`src/rtl/muldiv_sequencer.sv`:
```
// Iterative 16-bit unsigned MUL/MULHU/DIVU/REMU unit for the i16 execute stage.
// Produces one result bit per clock through a single shared 16-bit adder.

module FullAdderSigned16bit (
    input  logic [15:0] a,
    input  logic [15:0] b,
    input  logic        cin,
    output logic [15:0] sum,
    output logic        cout,
    output logic        overflow
);
    assign {cout, sum} = {1'b0, a} + {1'b0, b} + {16'b0, cin};
    assign overflow    = (a[15] == b[15]) && (sum[15] != a[15]);
endmodule

module muldiv_sequencer #(
    parameter int XLEN = 16
) (
    input  logic            clk,
    input  logic            rst,
    input  logic            start,
    input  logic [1:0]      op,
    input  logic [XLEN-1:0] a,
    input  logic [XLEN-1:0] b,
    output logic            busy,
    output logic            done,
    output logic [XLEN-1:0] result
);
    localparam int CW = $clog2(XLEN);

    typedef enum logic [1:0] {IDLE, RUN, DONE} state_t;

    state_t          state;
    state_t          next_state;
    logic [CW-1:0]   cnt;
    logic [1:0]      op_r;
    logic [XLEN-1:0] acc;
    logic [XLEN-1:0] mq;
    logic [XLEN-1:0] mcand;

    logic [XLEN-1:0] add_a;
    logic [XLEN-1:0] add_b;
    logic            add_cin;
    logic [XLEN-1:0] add_sum;
    logic            add_cout;
    logic            unused_overflow;

    logic [XLEN-1:0] rem_shift;
    logic            take;
    logic [XLEN-1:0] acc_next;
    logic [XLEN-1:0] mq_next;
    logic            div_by_zero;
    logic            last_iter;

    // acc doubles as the remainder, mq as the quotient and mcand as the divisor
    FullAdderSigned16bit adder (
        .a        (add_a),
        .b        (add_b),
        .cin      (add_cin),
        .sum      (add_sum),
        .cout     (add_cout),
        .overflow (unused_overflow)
    );

    assign div_by_zero = op[1] && (b == '0);
    assign last_iter   = (cnt == CW'(XLEN - 1));
    assign busy        = (state != IDLE);
    assign done        = (state == DONE);

    always_comb begin
        rem_shift = {acc[XLEN-2:0], mq[XLEN-1]};
        add_a     = acc;
        add_b     = mq[0] ? mcand : '0;
        add_cin   = 1'b0;
        take      = 1'b0;
        acc_next  = {add_cout, add_sum[XLEN-1:1]};
        mq_next   = {add_sum[0], mq[XLEN-1:1]};
        if (op_r[1]) begin
            add_a    = rem_shift;
            add_b    = ~mcand;
            add_cin  = 1'b1;
            take     = acc[XLEN-1] | add_cout;
            acc_next = take ? add_sum : rem_shift;
            mq_next  = {mq[XLEN-2:0], take};
        end
    end

    always_comb begin
        next_state = state;
        case (state)
            IDLE: if (start) next_state = div_by_zero ? DONE : RUN;
            RUN:  if (last_iter) next_state = DONE;
            DONE: next_state = IDLE;
            default: next_state = IDLE;
        endcase
    end

    always_ff @(posedge clk or posedge rst) begin
        if (rst) state <= IDLE;
        else     state <= next_state;
    end

    // op[0] selects the upper register (MULHU, REMU) over the lower one (MUL, DIVU)
    always_ff @(posedge clk or posedge rst) begin
        if (rst) begin
            cnt    <= '0;
            op_r   <= '0;
            acc    <= '0;
            mq     <= '0;
            mcand  <= '0;
            result <= '0;
        end else begin
            case (state)
                IDLE: begin
                    if (start) begin
                        op_r  <= op;
                        cnt   <= '0;
                        acc   <= '0;
                        mq    <= a;
                        mcand <= b;
                        if (div_by_zero) result <= op[0] ? a : '1;
                    end
                end
                RUN: begin
                    cnt <= cnt + 1'b1;
                    acc <= acc_next;
                    mq  <= mq_next;
                    if (last_iter) result <= op_r[0] ? acc_next : mq_next;
                end
                default: ;
            endcase
        end
    end
endmodule

```
`config.mk`:
```
export PLATFORM = sky130hd
export DESIGN_NAME = muldiv_sequencer
export DESIGN_NICKNAME = d
export VERILOG_FILES = /design/src/rtl/muldiv_sequencer.sv
export SDC_FILE = /design/constraint.sdc
export NUM_CORES = 1
export LEC_CHECK = 0
export CORE_AREA = 4 4 122 89
export CTS_BUF_LIST = sky130_fd_sc_hd__clkbuf_2 sky130_fd_sc_hd__clkbuf_4 sky130_fd_sc_hd__clkbuf_8
export CTS_CLUSTER_DIAMETER = 200
export DETAILED_ROUTE_END_ITERATION = 10
export DIE_AREA = 0 0 126 93
export PLACE_DENSITY_LB_ADDON = 0.08
export SLEW_MARGIN = 20
export SYNTH_ARGS = -nofsm -noshare
export SYNTH_HDL_FRONTEND = slang
export SYNTH_HIERARCHICAL = 1
export SYNTH_SLANG_ARGS = --single-unit
export TNS_END_PERCENT = 1
```
`constraint.sdc`:
```
create_clock -name clk -period 4.6 [get_ports clk]
set_input_delay 0.46 -clock clk [delete_from_list [all_inputs] [get_ports clk]]
set_output_delay 0.46 -clock clk [all_outputs]
set_load 0.01 [all_outputs]
```
## After elaboration in Yosys (flattened, before gate mapping)

Cells that the tools add are included.

- Add/subtract/negate cells: 3
- Equality and inequality tests: 6
- Mux-type cells: 23
- Bitwise gates (word level): 2
- Reductions and logical operators: 9

Operators with widths:

| cell | count |
|---|---|
| $mux W16 | 13 |
| $pmux W16 S2 | 3 |
| $add A16 B16 Y17 | 1 |
| $add A17 B1 Y17 | 1 |
| $logic_not A16 Y1 | 1 |
| $not A16 Y16 | 1 |
| $pmux W4 S2 | 1 |
| $mux W2 | 3 |
| $ne A2 B2 Y1 const B | 3 |
| $reduce_and A2 Y1 | 3 |
| $add A4 B1 Y4 const B | 1 |
| $eq A4 B4 Y1 const B | 1 |
| $mux W4 | 1 |
| $pmux W2 S2 | 1 |
| $reduce_and A4 Y1 | 1 |
| $reduce_bool A2 Y1 | 2 |
| $eq A2 B1 Y1 const B | 1 |
| $eq A2 B2 Y1 const B | 1 |
| $logic_not A2 Y1 | 1 |
| $logic_and A1 B1 Y1 | 1 |
| $mux W1 | 1 |
| $or A1 B1 Y1 | 1 |

- Register bits after elaboration: 72
- Output and inout bits: 18
- Word-level logic and storage cells: 50

## Longest topological paths before layout

Gate-level depths: netlist of the first run.

- Depth after elaboration: 10
- Gate-level depth with buffers: 20

## Hierarchy

Netlist of the first run, hierarchy kept.

Modules (own cells, without submodules):

| module | times used | cells an instance | area an instance (sq um) |
|---|---|---|---|
| muldiv_sequencer | 1 | 453 | 4122.7 |
| FullAdderSigned16bit | 1 | 116 | 882.1 |

## Least setup slack after synthesis of the first run

OpenSTA, ideal clock, no wires.

- Path type: register to register
- Start: register op_r[1]
- End: register result[0]
- Library setup time: 125 ps
- Arrival: 4463 ps
- Path slack: 13 ps
- Cell stages (with the launch flop): 18
- Path buffers: 4
- Clock period less this slack: 4587 ps
- Cells stage by stage: dfrtp_1 clkbuf_1 buf_2 buf_1 mux2_2 fa_1 fa_1 a211oi_1 o21ai_0 nand4_1 nand2b_1 a311o_1 or2_2 clkbuf_1 nand2_1 a31oi_1 o31a_1 mux2_2

- Word-level cells in the longest chain between the ends: 9
- Elaborated cells on any way between the ends: 12
- Those cells by class: add/sub: 2; mux: 9; bitwise: 1

RTL lines:

| what | RTL line | text |
|---|---|---|
| start: declaration | 36 | `logic [1:0] op_r;` |
| start signal: assignment | 116 | `op_r <= op;` |
| $mux W16 * | 78 | `if (op_r[1]) begin` |
| net add_a[0] | 41 | `logic [XLEN-1:0] add_a;` |
| $add A16 B16 Y17 * | 12 | `assign {cout, sum} = {1'b0, a} + {1'b0, b} + {16'b0, cin};` |
| $add A17 B1 Y17 * | 12 |  |
| net add_cout | 45 | `logic add_cout;` |
| $or A1 B1 Y1 * | 82 | `take = acc[XLEN-1] \| add_cout;` |
| $mux W16 | 83 | `acc_next = take ? add_sum : rem_shift;` |
| $mux W16 | 78 |  |
| $mux W16 * (2 in series) | 128 | `if (last_iter) result <= op_r[0] ? acc_next : mq_next;` |
| $pmux W16 S2 * | 113 | `case (state)` |
| end signal: assignment | 121 | `if (div_by_zero) result <= op[0] ? a : '1;` |
| end signal: assignment | 128 |  |
| end: declaration | 27 | `output logic [XLEN-1:0] result` |

The timed path passes the listed nets; every way through them passes the cells marked *. The select of a mux whose other input is x is not followed.
A chain may end at the register's enable or synchronous reset.

## Worst setup path in the final report of the first run

Same ends and word-level chain as after synthesis.

==> flow_metrics.env, run 1 <==
export IMPL_status="completed"
export IMPL_area_delta_synth_final_pct=15.8
export IMPL_cts_made_buffers=9
export IMPL_reg2reg_depth=13
export IMPL_grt_pass1_wl_um=22300
export IMPL_tns_ns=0
export IMPL_nNetsFinal=656
export IMPL_clkSlewWorstSetupHoldPaths_ns=0.08
export IMPL_overflow=0
export IMPL_max_cap_violations=0
export IMPL_grt_max_degree=59
export IMPL_fin_worst_skew_ns=0.00981
export IMPL_drive_gt1_frac=0.116
export IMPL_cp_required_ns=4.85
export IMPL_syn_mean_instance_area_um2=8.80
export IMPL_cts_setup_buffers=0
export IMPL_start_util=0.519
export IMPL_rsz0062_at_grt="false"
export IMPL_ant_nets=0
export IMPL_synth_area_um2=4980
export IMPL_multi_input_area_um2=2910
export IMPL_drtIter0Drc=403
export IMPL_hold_path_depth=1
export IMPL_arrival_ns=4.55
export IMPL_crit_path_end="result[0]"
export IMPL_firstDrtPassIters=5
export IMPL_reg2reg_to="result[0]"
export IMPL_gp_congestion=0.907
export IMPL_drcViolationCount=0
export IMPL_syn_num_nets=621
export IMPL_post_place_ws_ns=0.347
export IMPL_ios=55
export IMPL_tightest_slew_ns=1.11
export IMPL_dieArea_um2=11700
export IMPL_cts_tree="done"
export IMPL_hold_buffers=0
export IMPL_wl_per_cell_um=18.7
export IMPL_seqCellArea_um2=1800
export IMPL_vias_per_cell=6.13
export IMPL_setup_worst_path_end_class="flip-flop"
export IMPL_groute_usage_overall=0.237
export IMPL_r2r_slack_ns=0.30
export IMPL_crit_start="op_r[1]"
export IMPL_min_period_ns=4.30
export IMPL_ys_warn_count=6
export IMPL_finalWorstSetupSlack_ns=0.297
export IMPL_finalSetupViolations=0
export IMPL_clk_latency_ns=0.35
export IMPL_clk_path_buf_depth=2
export IMPL_root_buffer="clkbuf_8"
export IMPL_num_rows=30
export IMPL_final_hold_viol_count=0
export IMPL_die_w_um=126
export IMPL_num_antenna_cells=0
export IMPL_hold_path_class="flip-flop to flip-flop"
export IMPL_h_tree_depth=3
export IMPL_cts_resized=0
export IMPL_fp_coreArea_um2=9610
export IMPL_crit_fanout=42
export IMPL_drv_slew=0
export IMPL_die_y_um=93
export IMPL_clock_sinks=72
export IMPL_antenna_found_initial=0
export IMPL_dpl_hpwl_um=9870
export IMPL_grt_pass1_vias=4234
export IMPL_crit_type="flip-flop to flip-flop"
export IMPL_fillCellCount=866
export IMPL_max_freq_mhz=232
export IMPL_routed_wl_um=13700
export IMPL_r2r_start="op_r[1]"
export IMPL_via_count=4503
export IMPL_worstSetupStartpointType="flip-flop"
export IMPL_period_share=0.935
export IMPL_port_buffers=54
export IMPL_synth_cells=566
export IMPL_relSlewSlack=0.257
per-stage QoR:
stage / cell area (um^2) / hold slack [ns] / util / instances
finish: 5770 / 0.493 / 0.601 / 734
global route: 5770 / 0.515 / 0.601 / 734
CTS: 5770 / 0.485 / 0.601 / 734
detailed placement: 5580 / 0.472 / 0.580 / 718
global placement: 5580 / 0.467 / 0.580 / 718
floorplan: 4980 / 0.447 / - / 566
layer usage:
metal / GRT usage / part of all wire / up-vias
met3: 0.0519 / 0.073 / 14
met2: 0.349 / 0.44 / 182
met5: 0 / 0 / -
met4: 0.0545 / 0.011 / 0
li1: - / - / 2157
met1: 0.357 / 0.47 / 2150
cells in the final DEF, fill, tap and decap left out, types with 3 or more instances in the layout:
master and count:
a211oi_1 4, a21o_1 5, a21oi_1 9, a221o_1 16, a31oi_1 19, and3_1 4, buf_4 11, clkbuf_8 9
clkdlybuf4s50_1 54, dfrtp_1 71, ha_1 16, inv_1 19, mux2_2 35, mux2i_1 34, nand2_1 74, nand2b_1 3
nand3_1 18, nand3b_1 4, nand4_1 4, nor2_1 31, nor2b_1 6, nor3_1 3, o21ai_0 72, o22ai_1 30
xnor2_1 6, xor2_1 5
sequential cells by signal, indices dropped and copies added (netlist names):
signal  cells
cnt         4
result     16
op_r        2
mq         16
acc        16
mcand      16
state       2
how the worst min path moves through the flow:
stage | startpoint | end
after detailed placement | state[1] | state[0]
final | state[1] | state[0]
after global placement | state[1] | state[0]
after floorplan | state[1] | state[0]
after global routing | state[1] | state[0]
after CTS | state[1] | state[0]
area by class of cell:
class | instances | share of cell area
multi-input combinational | 433 | 0.505
clock buffer | 11 | 0.0241
clock inverter | 5 | 0.0102
sequential | 72 | 0.312
tap | 128 | 0.0277
timing repair buffer | 65 | 0.108
inverter | 20 | 0.0130
worst max-delay path, stage by stage, from the launching register on:
cell and delay [ns]:
dfrtp_2 0.46, buf_4 0.42, mux2_2 0.42, fa_1 0.49
a211oi_1 0.32, o21ai_0 0.17, nand4_1 0.18, nand2b_1 0.11
a311o_1 0.36, or2_2 0.45, nand2_1 0.14, a31oi_1 0.10
o31a_1 0.30, mux2_2 0.25
Power of run 1 is not shown: default switching activity piles up to over one toggle a cycle in this logic, so the estimate is an artifact.
==> inputs of run 2 (changes only) <==
CORE_AREA = 4 4 131 83   (was 4 4 122 89)
CTS_CLUSTER_SIZE = 25   (was not set)
DIE_AREA = 0 0 135 87   (was 0 0 126 93)
==> run 2 against run 1 <==
Compared with the run above: register-to-register slack better by 0.06 ns; cell count up 0.82%; first-iteration DRC count down 17%; largest cell class unchanged.
==> flow_metrics.env, run 2 (synthesized netlist as in run 1, its figures left out) <==
export IMPL_status="completed"
export IMPL_drive_gt1_frac=0.114
export IMPL_antenna_found_initial=0
export IMPL_die_y_um=87
export IMPL_groute_usage_overall=0.240
export IMPL_gp_congestion=0.899
export IMPL_path_depth=13
export IMPL_cp_required_ns=4.85
export IMPL_crit_family="compound AO/OA/AOI/OAI gates"
export IMPL_worstSetupStartpointType="flip-flop"
export IMPL_die_w_um=135
export IMPL_max_stage_delay_ns=0.48
export IMPL_start_util=0.517
export IMPL_hold_path_depth=1
export IMPL_crit_type="flip-flop to flip-flop"
export IMPL_num_antenna_cells=0
export IMPL_vias_per_cell=6.09
export IMPL_cp_cell_sequence="mux2_2 > fa_1 > fa_1 > a211oi_1 > o21ai_0 > nand4_1 > nand2b_1 > a311o_1 > or2_2 > nand2_1 > a31oi_1 > o31a_1 > mux2_2"
export IMPL_crit_path_top_delay_cell="fa_1"
export IMPL_clk_path_buf_depth=2
export IMPL_firstDrtPassIters=5
export IMPL_crit_fanout=15
export IMPL_arrival_ns=4.49
export IMPL_ios=55
export IMPL_drv_slew=0
export IMPL_min_period_ns=4.24
export IMPL_max_freq_mhz=236
export IMPL_cts_tree="done"
export IMPL_routed_wl_um=13400
export IMPL_drtIter0Drc=336
export IMPL_wl_per_cell_um=18.1
export IMPL_dieArea_um2=11700
export IMPL_grt_pass1_vias=4419
export IMPL_dpl_hpwl_um=9560
export IMPL_setup_worst_path_end_class="flip-flop"
export IMPL_period_share=0.922
export IMPL_num_rows=28
export IMPL_reg2reg_depth=13
export IMPL_rsz0062_at_grt="false"
export IMPL_area_delta_synth_final_pct=16.1
export IMPL_cp_num_buf_inv=0
export IMPL_clk_latency_ns=0.37
export IMPL_tns_ns=0
export IMPL_final_cell_mix="74 x nand2_1, 72 x o21ai_0, 71 x dfrtp_1"
export IMPL_final_core_util=0.601
export IMPL_cts_setup_buffers=0
export IMPL_via_count=4503
export IMPL_hold_buffers=0
export IMPL_ant_nets=0
export IMPL_relSlewSlack=0.317
export IMPL_nNetsFinal=655
export IMPL_cts_resized=0
export IMPL_tightest_slew_ns=1.02
export IMPL_final_hold_viol_count=0
export IMPL_fp_coreArea_um2=9630
export IMPL_clkSlewWorstSetupHoldPaths_ns=0.09
export IMPL_r2r_slack_ns=0.36
export IMPL_hold_path_class="flip-flop to flip-flop"
export IMPL_overflow=0
export IMPL_final_common_cell="nand2_1"
export IMPL_port_buffers=54
export IMPL_h_tree_depth=3
export IMPL_root_buffer="clkbuf_8"
export IMPL_fin_worst_skew_ns=0.0148
export IMPL_clock_sinks=72
export IMPL_drcViolationCount=0
export IMPL_max_cap_violations=0
export IMPL_cts_made_buffers=9
export IMPL_grt_pass1_wl_um=22300
export IMPL_finalSetupViolations=0
export IMPL_grt_max_degree=76
-- run 2: cell types whose count changed in the layout (fill, tap and decap cells not counted), sizes merged --
cell | before | now
buf | 11 | 10
clkbuf | 11 | 10
inv | 20 | 21
-- run 2: routing by layer --
layer / up-vias / share of wire / GRT usage
met5: - / 0 / 0
li1: 2150 / - / -
met1: 2178 / 0.49 / 0.359
met3: 16 / 0.074 / 0.0433
met2: 159 / 0.42 / 0.360
met4: 0 / 0.012 / 0.0595
-- run 2: area by class of cell --
cell class              count  area (um^2)
fillers                   853         3850
inverters                  20         75.1
flip-flops and latches     72         1800
multi-input cells         433         2910
well taps                 135          169
clock buffers              10          131
repair buffers             64          628
clock inverters             6         67.6
-- run 2: through the flow --
| step | area, um^2 | setup WS [ns] | instances | hold WS [ns] |
|---|---|---|---|---|
| after global routing | 5790 | 0.195 | 740 | 0.528 |
| after global placement | 5590 | 0.484 | 724 | 0.472 |
| final | 5790 | 0.361 | 740 | 0.497 |
| after detailed placement | 5590 | 0.449 | 724 | 0.482 |
| after floorplan | 4980 | 0.0127 | 566 | 0.447 |
| after CTS | 5790 | 0.394 | 740 | 0.499 |
-- run 2: worst paths after layout --
path | from | end
worst max-delay path | op_r[1] | result[0]
max in group asynchronous | rst | op_r[1]
worst min register to register | state[1] | state[0]
worst min-delay path | state[1] | state[0]
worst max register to register | op_r[1] | result[0]
min in group asynchronous | rst | mq[5]
-- run 2: worst register-to-register path: stages (launching register included) --
cell and delay (ns):
dfrtp_2 0.44, mux2_2 0.37, fa_1 0.48, fa_1 0.45
a211oi_1 0.34, o21ai_0 0.17, nand4_1 0.19, nand2b_1 0.11
a311o_1 0.35, or2_2 0.45, nand2_1 0.14, a31oi_1 0.09
o31a_1 0.29, mux2_2 0.27
Power of run 2 is left out for the same reason.
